<file path="src/rtl/init_multi.sv">
// S-array initialiser: writes DEPTH words into every enabled bank in parallel,
// one shared address/data word per cycle, with ascending, descending or constant data.
module init_multi #(
  parameter  int DEPTH     = 256,
  parameter  int DATA_W    = 8,
  parameter  int NUM_BANKS = 4,
  localparam int ADDR_W    = $clog2(DEPTH)
) (
  input  logic                 clk,
  input  logic                 rst_n,
  input  logic                 en,
  input  logic [1:0]           mode,
  input  logic [DATA_W-1:0]    fill,
  input  logic [NUM_BANKS-1:0] bank_mask,
  input  logic                 abort,
  output logic                 rdy,
  output logic                 done,
  output logic [ADDR_W-1:0]    addr,
  output logic [DATA_W-1:0]    wrdata,
  output logic [NUM_BANKS-1:0] wren
);

  // state  | meaning
  // S_IDLE | waiting for en; addr/wrdata hold the last written word
  // S_FILL | one write per cycle to every bank in the latched mask
  typedef enum logic {
    S_IDLE = 1'b0,
    S_FILL = 1'b1
  } state_t;

  localparam logic [1:0]        MODE_CONST = 2'b01;
  localparam logic [1:0]        MODE_DESC  = 2'b10;
  localparam logic [ADDR_W-1:0] LAST_ADDR  = ADDR_W'(DEPTH - 1);

  state_t                 r_state;
  state_t                 w_state_nxt;
  logic [ADDR_W-1:0]      r_count;
  logic [1:0]             r_mode;
  logic [DATA_W-1:0]      r_fill;
  logic [NUM_BANKS-1:0]   r_mask;
  logic                   r_done;

  logic                   w_idle;
  logic                   w_start;
  logic                   w_desc;
  logic                   w_last;
  logic [DATA_W-1:0]      w_cnt_data;

  assign w_idle  = (r_state == S_IDLE);
  assign w_start = w_idle && en && (bank_mask != '0);
  assign w_desc  = (r_mode == MODE_DESC);
  assign w_last  = w_desc ? (r_count == '0) : (r_count == LAST_ADDR);

  // Identity data is the address zero-extended or truncated to the word width.
  generate
    if (DATA_W > ADDR_W) begin : g_cnt_ext
      assign w_cnt_data = {{(DATA_W - ADDR_W){1'b0}}, r_count};
    end else if (DATA_W == ADDR_W) begin : g_cnt_eq
      assign w_cnt_data = r_count;
    end else begin : g_cnt_trunc
      assign w_cnt_data = r_count[DATA_W-1:0];
    end
  endgenerate

  always_ff @(posedge clk or negedge rst_n) begin
    if (!rst_n) begin
      r_state <= S_IDLE;
    end else begin
      r_state <= w_state_nxt;
    end
  end

  always_comb begin
    w_state_nxt = r_state;
    case (r_state)
      S_IDLE: begin
        if (w_start) begin
          w_state_nxt = S_FILL;
        end
      end
      S_FILL: begin
        if (abort || w_last) begin
          w_state_nxt = S_IDLE;
        end
      end
      default: w_state_nxt = S_IDLE;
    endcase
  end

  // The count holds when leaving FILL so addr/wrdata keep the last written word.
  always_ff @(posedge clk or negedge rst_n) begin
    if (!rst_n) begin
      r_count <= '0;
      r_mode  <= '0;
      r_fill  <= '0;
      r_mask  <= '0;
      r_done  <= 1'b0;
    end else begin
      r_done <= 1'b0;
      if (w_idle) begin
        if (en) begin
          if (bank_mask != '0) begin
            r_mode  <= mode;
            r_fill  <= fill;
            r_mask  <= bank_mask;
            r_count <= (mode == MODE_DESC) ? LAST_ADDR : '0;
          end else begin
            r_done <= 1'b1;
          end
        end
      end else begin
        if (!abort) begin
          if (w_last) begin
            r_done <= 1'b1;
          end else if (w_desc) begin
            r_count <= r_count - ADDR_W'(1);
          end else begin
            r_count <= r_count + ADDR_W'(1);
          end
        end
      end
    end
  end

  assign rdy    = w_idle;
  assign done   = r_done;
  assign addr   = r_count;
  assign wrdata = (r_mode == MODE_CONST) ? r_fill : w_cnt_data;
  assign wren   = w_idle ? '0 : r_mask;

endmodule

</file>
<file path="config.mk">
export PLATFORM = sky130hd
export DESIGN_NAME = init_multi
export DESIGN_NICKNAME = d
export VERILOG_FILES = /design/src/rtl/init_multi.sv
export SDC_FILE = /design/constraint.sdc
export NUM_CORES = 1
export LEC_CHECK = 0
export ABC_AREA = 1
export ABC_CLOCK_PERIOD_IN_PS = 2900
export CAP_MARGIN = 5
export CORE_MARGIN = 2
export CORE_UTILIZATION = 52
export CTS_CLUSTER_SIZE = 20
export DETAILED_ROUTE_END_ITERATION = 6
export PLACE_DENSITY = 0.85
export RECOVER_POWER = 25
export SLEW_MARGIN = 0
export SYNTH_ARGS = -nofsm -noshare
export SYNTH_HDL_FRONTEND = slang
export SYNTH_SLANG_ARGS = --single-unit
</file>
<file path="constraint.sdc">
create_clock -name clk -period 2.9 [get_ports clk]
set_input_delay 0.87 -clock clk [delete_from_list [all_inputs] [get_ports clk]]
set_output_delay 0.87 -clock clk [all_outputs]
set_load 0.02 [all_outputs]
</file>
==> run metrics <==
power per cell area just over 900 nW/um2; area delta synth->final 30.70%; Slew headroom between 10% and 20%; routed vias 1403; H-tree levels 1; final WL approximately 3.5 mm; layout cell share with drive strength beyond 1 19.83%; top-area cell type share of the netlist area 39.51%; critical path endpoint wrdata[4]; RSZ-0062 raised after global routing false; Seq/Total Area, Yosys around 40%; I/O pins 40; remaining global-route overflow 0; Leakage around 0.00098 uW; R2R setup slack 1.09 ns; post-route worst setup slack 0.1601 ns; Net Sw Power 865.6 uW; Die Ht 58.07 um; flops & latches, synth 24; first-pass GRT wire length between 6 and 7 mm; routed wire length per instance about 13 um; drt via density roughly 5.2; initial antenna violation count 0; # port buffers 39; Clk pwr share 10.1%; Bufs on Longest Clock Path 2; Int Pwr about 1000 uW; Worst Reg2Reg Path Length in Cells 5; ranking of synthesized cells by area dfrtp_1 (40%), nand2_1 (9.9%), inv_1 (6.4%), mux2_2 (5.9%), nor2_1 (5.4%); Mapped Avg Cell Area 7.756 um2; initial core utilization 55.13%; Sw Ratio 47.02%; DIE AREA 3372 um2; Worst setup EP type output pin; Die W 58.07 um; # DRC 0; # Max-Cap Violations 0; antenna viol nets, final 0; syn nets 215; Crit. Startpoint r_mode[1]$_DFFE_PN0P_; Worst Setup Start Kind flop; Critical Path Max Stage Delay 0.63 ns; Starting DRT DRC Count 43; r2r startpoint r_state$_DFF_PN0_; post-layout minimum cycle time 2.740 ns; vias in the first global route between 1000 and 1500; CP required 2.03 ns; Hold Buf Count CTS 0; GP Congestion approximately 0.93; std cell rows 19; root buffer cell clkbuf_4; CTS buffer count 3; Slew @ Worst Pin 1.282 ns; HPWL after detailed placement around 2.7 mm; Max Slew Vio Count 0; Synth cell types 24; Final #Nets roughly 260; Cell Area, Synth 1520 um2; GRT Total Usage 23.07%; number of clock sinks 24; TritonCTS clock tree yes; Final Skew 0.001413 ns; Post-Route Setup TNS 0 ns; fill count 228; Achievable Freq ~0.36 GHz; Clock Latency Late Sink ~0.32 ns; reg2reg end addr[5]$_DFFE_PN0P_; cells after synthesis 196; HP Class reg2reg; crit path max fanout 16; number of hold violations in the final report 0; Synth Warn # 0; Pre-antenna DRT Iters 4; Reg clk slew, reported paths 0.14 ns; ant diodes 0; pre-CTS setup slack 0.2409 ns; Finished Layout Cells 268; core area 2758 um2; Slowest-stage cell, CP clkdlybuf4s50_1; Worst VDD drop slightly above 0.6 mV; Final Setup Violations 0; CP Data Arrival Time around 1.9 ns; most area-hungry cell type in the Yosys netlist dfrtp_1; Post-CTS Setup Bufs 0; fin crit share 94.48%; CP Cell Sequence inv_2 > nand2_4 > a21oi_1 > clkdlybuf4s50_1; status complete, no violations; Placed Cells 264; WS Path Type reg2out; Comb pwr share just under 60%; sequential power share 30.9%; WHS around 0.5 ns; largest net degree at the start of global routing 25
==> power groups by stage <==
| stage | sequential (uW) | combinational, uW | clock (uW) |
|---|---|---|---|
| after CTS | 567 | 1090 | 190 |
| after global routing | 591 | 1190 | 201 |
| after floorplan | 593 | 666 | 0 |
| final | 569 | 1090 | 185 |
| after global placement | 569 | 1060 | 0 |
| after detailed placement | 573 | 1090 | 0 |
==> layer usage <==
layer / wire length (um) / vias up / GRT usage, %
met5: 0 / - / 0
met2: 1686 / 52 / 38.96
met4: 45 / 0 / 8.638
met3: 176 / 7 / 3.571
li1: - / 703 / -
met1: 1575 / 641 / 29.86
==> through the flow <==
stage          total power (uW)  area (um2)  utilization, %
6_report                   1841        1987           72.05
5_1_grt                    1982        1987           72.05
4_1_cts                    1848        1984           71.96
3_5_place_dp               1658        1946           70.55
3_3_place_gp               1631        1946           70.55
2_1_floorplan              1259        1520               -
==> synth_stat cells <==
master and number:
a21oi_1 12, a21oi_2 8, a21oi_4 1, buf_2 3, buf_4 1, clkbuf_1 1
dfrtp_1 24, ha_1 1, inv_1 26, inv_2 5, mux2_2 8, nand2_1 40
nand2_2 7, nand2_4 1, nand3_1 9, nand3_2 7, nand3b_1 1, nand4_1 3
nor2_1 22, nor2_4 2, nor3_1 3, o21ai_0 9, o31ai_1 1, xor2_1 1
==> state kept, by name, summed over array words and instances, names as in the netlist <==
register and cells:
addr 8, r_fill 8, done 1, r_state 1, r_mask 4, r_mode 2
==> kinds of logic after synthesis <==
| logic type | Yosys count | share of synthesized area (%) |
|---|---|---|
| and+or+nand+nor | 95 | 30.70 |
| buffers and inverters | 36 | 9.382 |
| xor gates and xnor gates | 1 | 0.5762 |
| muxes | 8 | 5.926 |
| AOI/OAI and AO/OA | 31 | 13.09 |
| DFF | 24 | 39.51 |
| adders and majority gates | 1 | 0.8229 |
==> cell usage in the layout (no fill, tap or decap), drive strengths merged, types with 2 or more instances in the layout <==
| cell | count |
|---|---|
| a21oi | 21 |
| nor3 | 3 |
| clkdlybuf4s50 | 38 |
| nor2 | 24 |
| dfrtp | 24 |
| mux2 | 8 |
| inv | 31 |
| nand4 | 3 |
| nand3 | 16 |
| nand2 | 48 |
| buf | 2 |
| clkbuf | 5 |
| o21ai | 9 |
==> what timing repair did <==
action | CTS | global route
cloned | 0 | 0
setup endpoints to repair | 8 | 8
hold endpoints to repair | 0 | 0
resized for setup | 1 | 2
==> layout make-up <==
type | count | area, um2 | share of cell area (%)
Timing Repair Buffer | 42 | 409.1 | 20.59
Clock buffer | 4 | 36.28 | 1.826
Tap cell | 31 | 38.79 | 1.952
Inverter | 31 | 116.4 | 5.856
Sequential cell | 24 | 601.8 | 30.29
Multi-Input combinational cell | 136 | 784.5 | 39.48
==> worst max-delay path: cells and delay by family (launching register included) <==
family | cells | cell delay (ns)
buffers and inverters | 2 | 0.75
DFF | 1 | 0.49
AOI/OAI and AO/OA | 1 | 0.19
and+or+nand+nor | 1 | 0.12
==> worst min-delay path by stage <==
stage	from	to	cells after the start
6_report	r_mask[0]$_DFFE_PN0P_	r_mask[0]$_DFFE_PN0P_	2
2_1_floorplan	r_mask[0]$_DFFE_PN0P_	r_mask[0]$_DFFE_PN0P_	2
3_5_place_dp	r_mask[0]$_DFFE_PN0P_	r_mask[0]$_DFFE_PN0P_	2
5_1_grt	r_mask[1]$_DFFE_PN0P_	r_mask[1]$_DFFE_PN0P_	2
3_3_place_gp	r_mask[0]$_DFFE_PN0P_	r_mask[0]$_DFFE_PN0P_	2
4_1_cts	r_mask[0]$_DFFE_PN0P_	r_mask[0]$_DFFE_PN0P_	2
No activity file was read; power rests on OpenSTA's default activity.
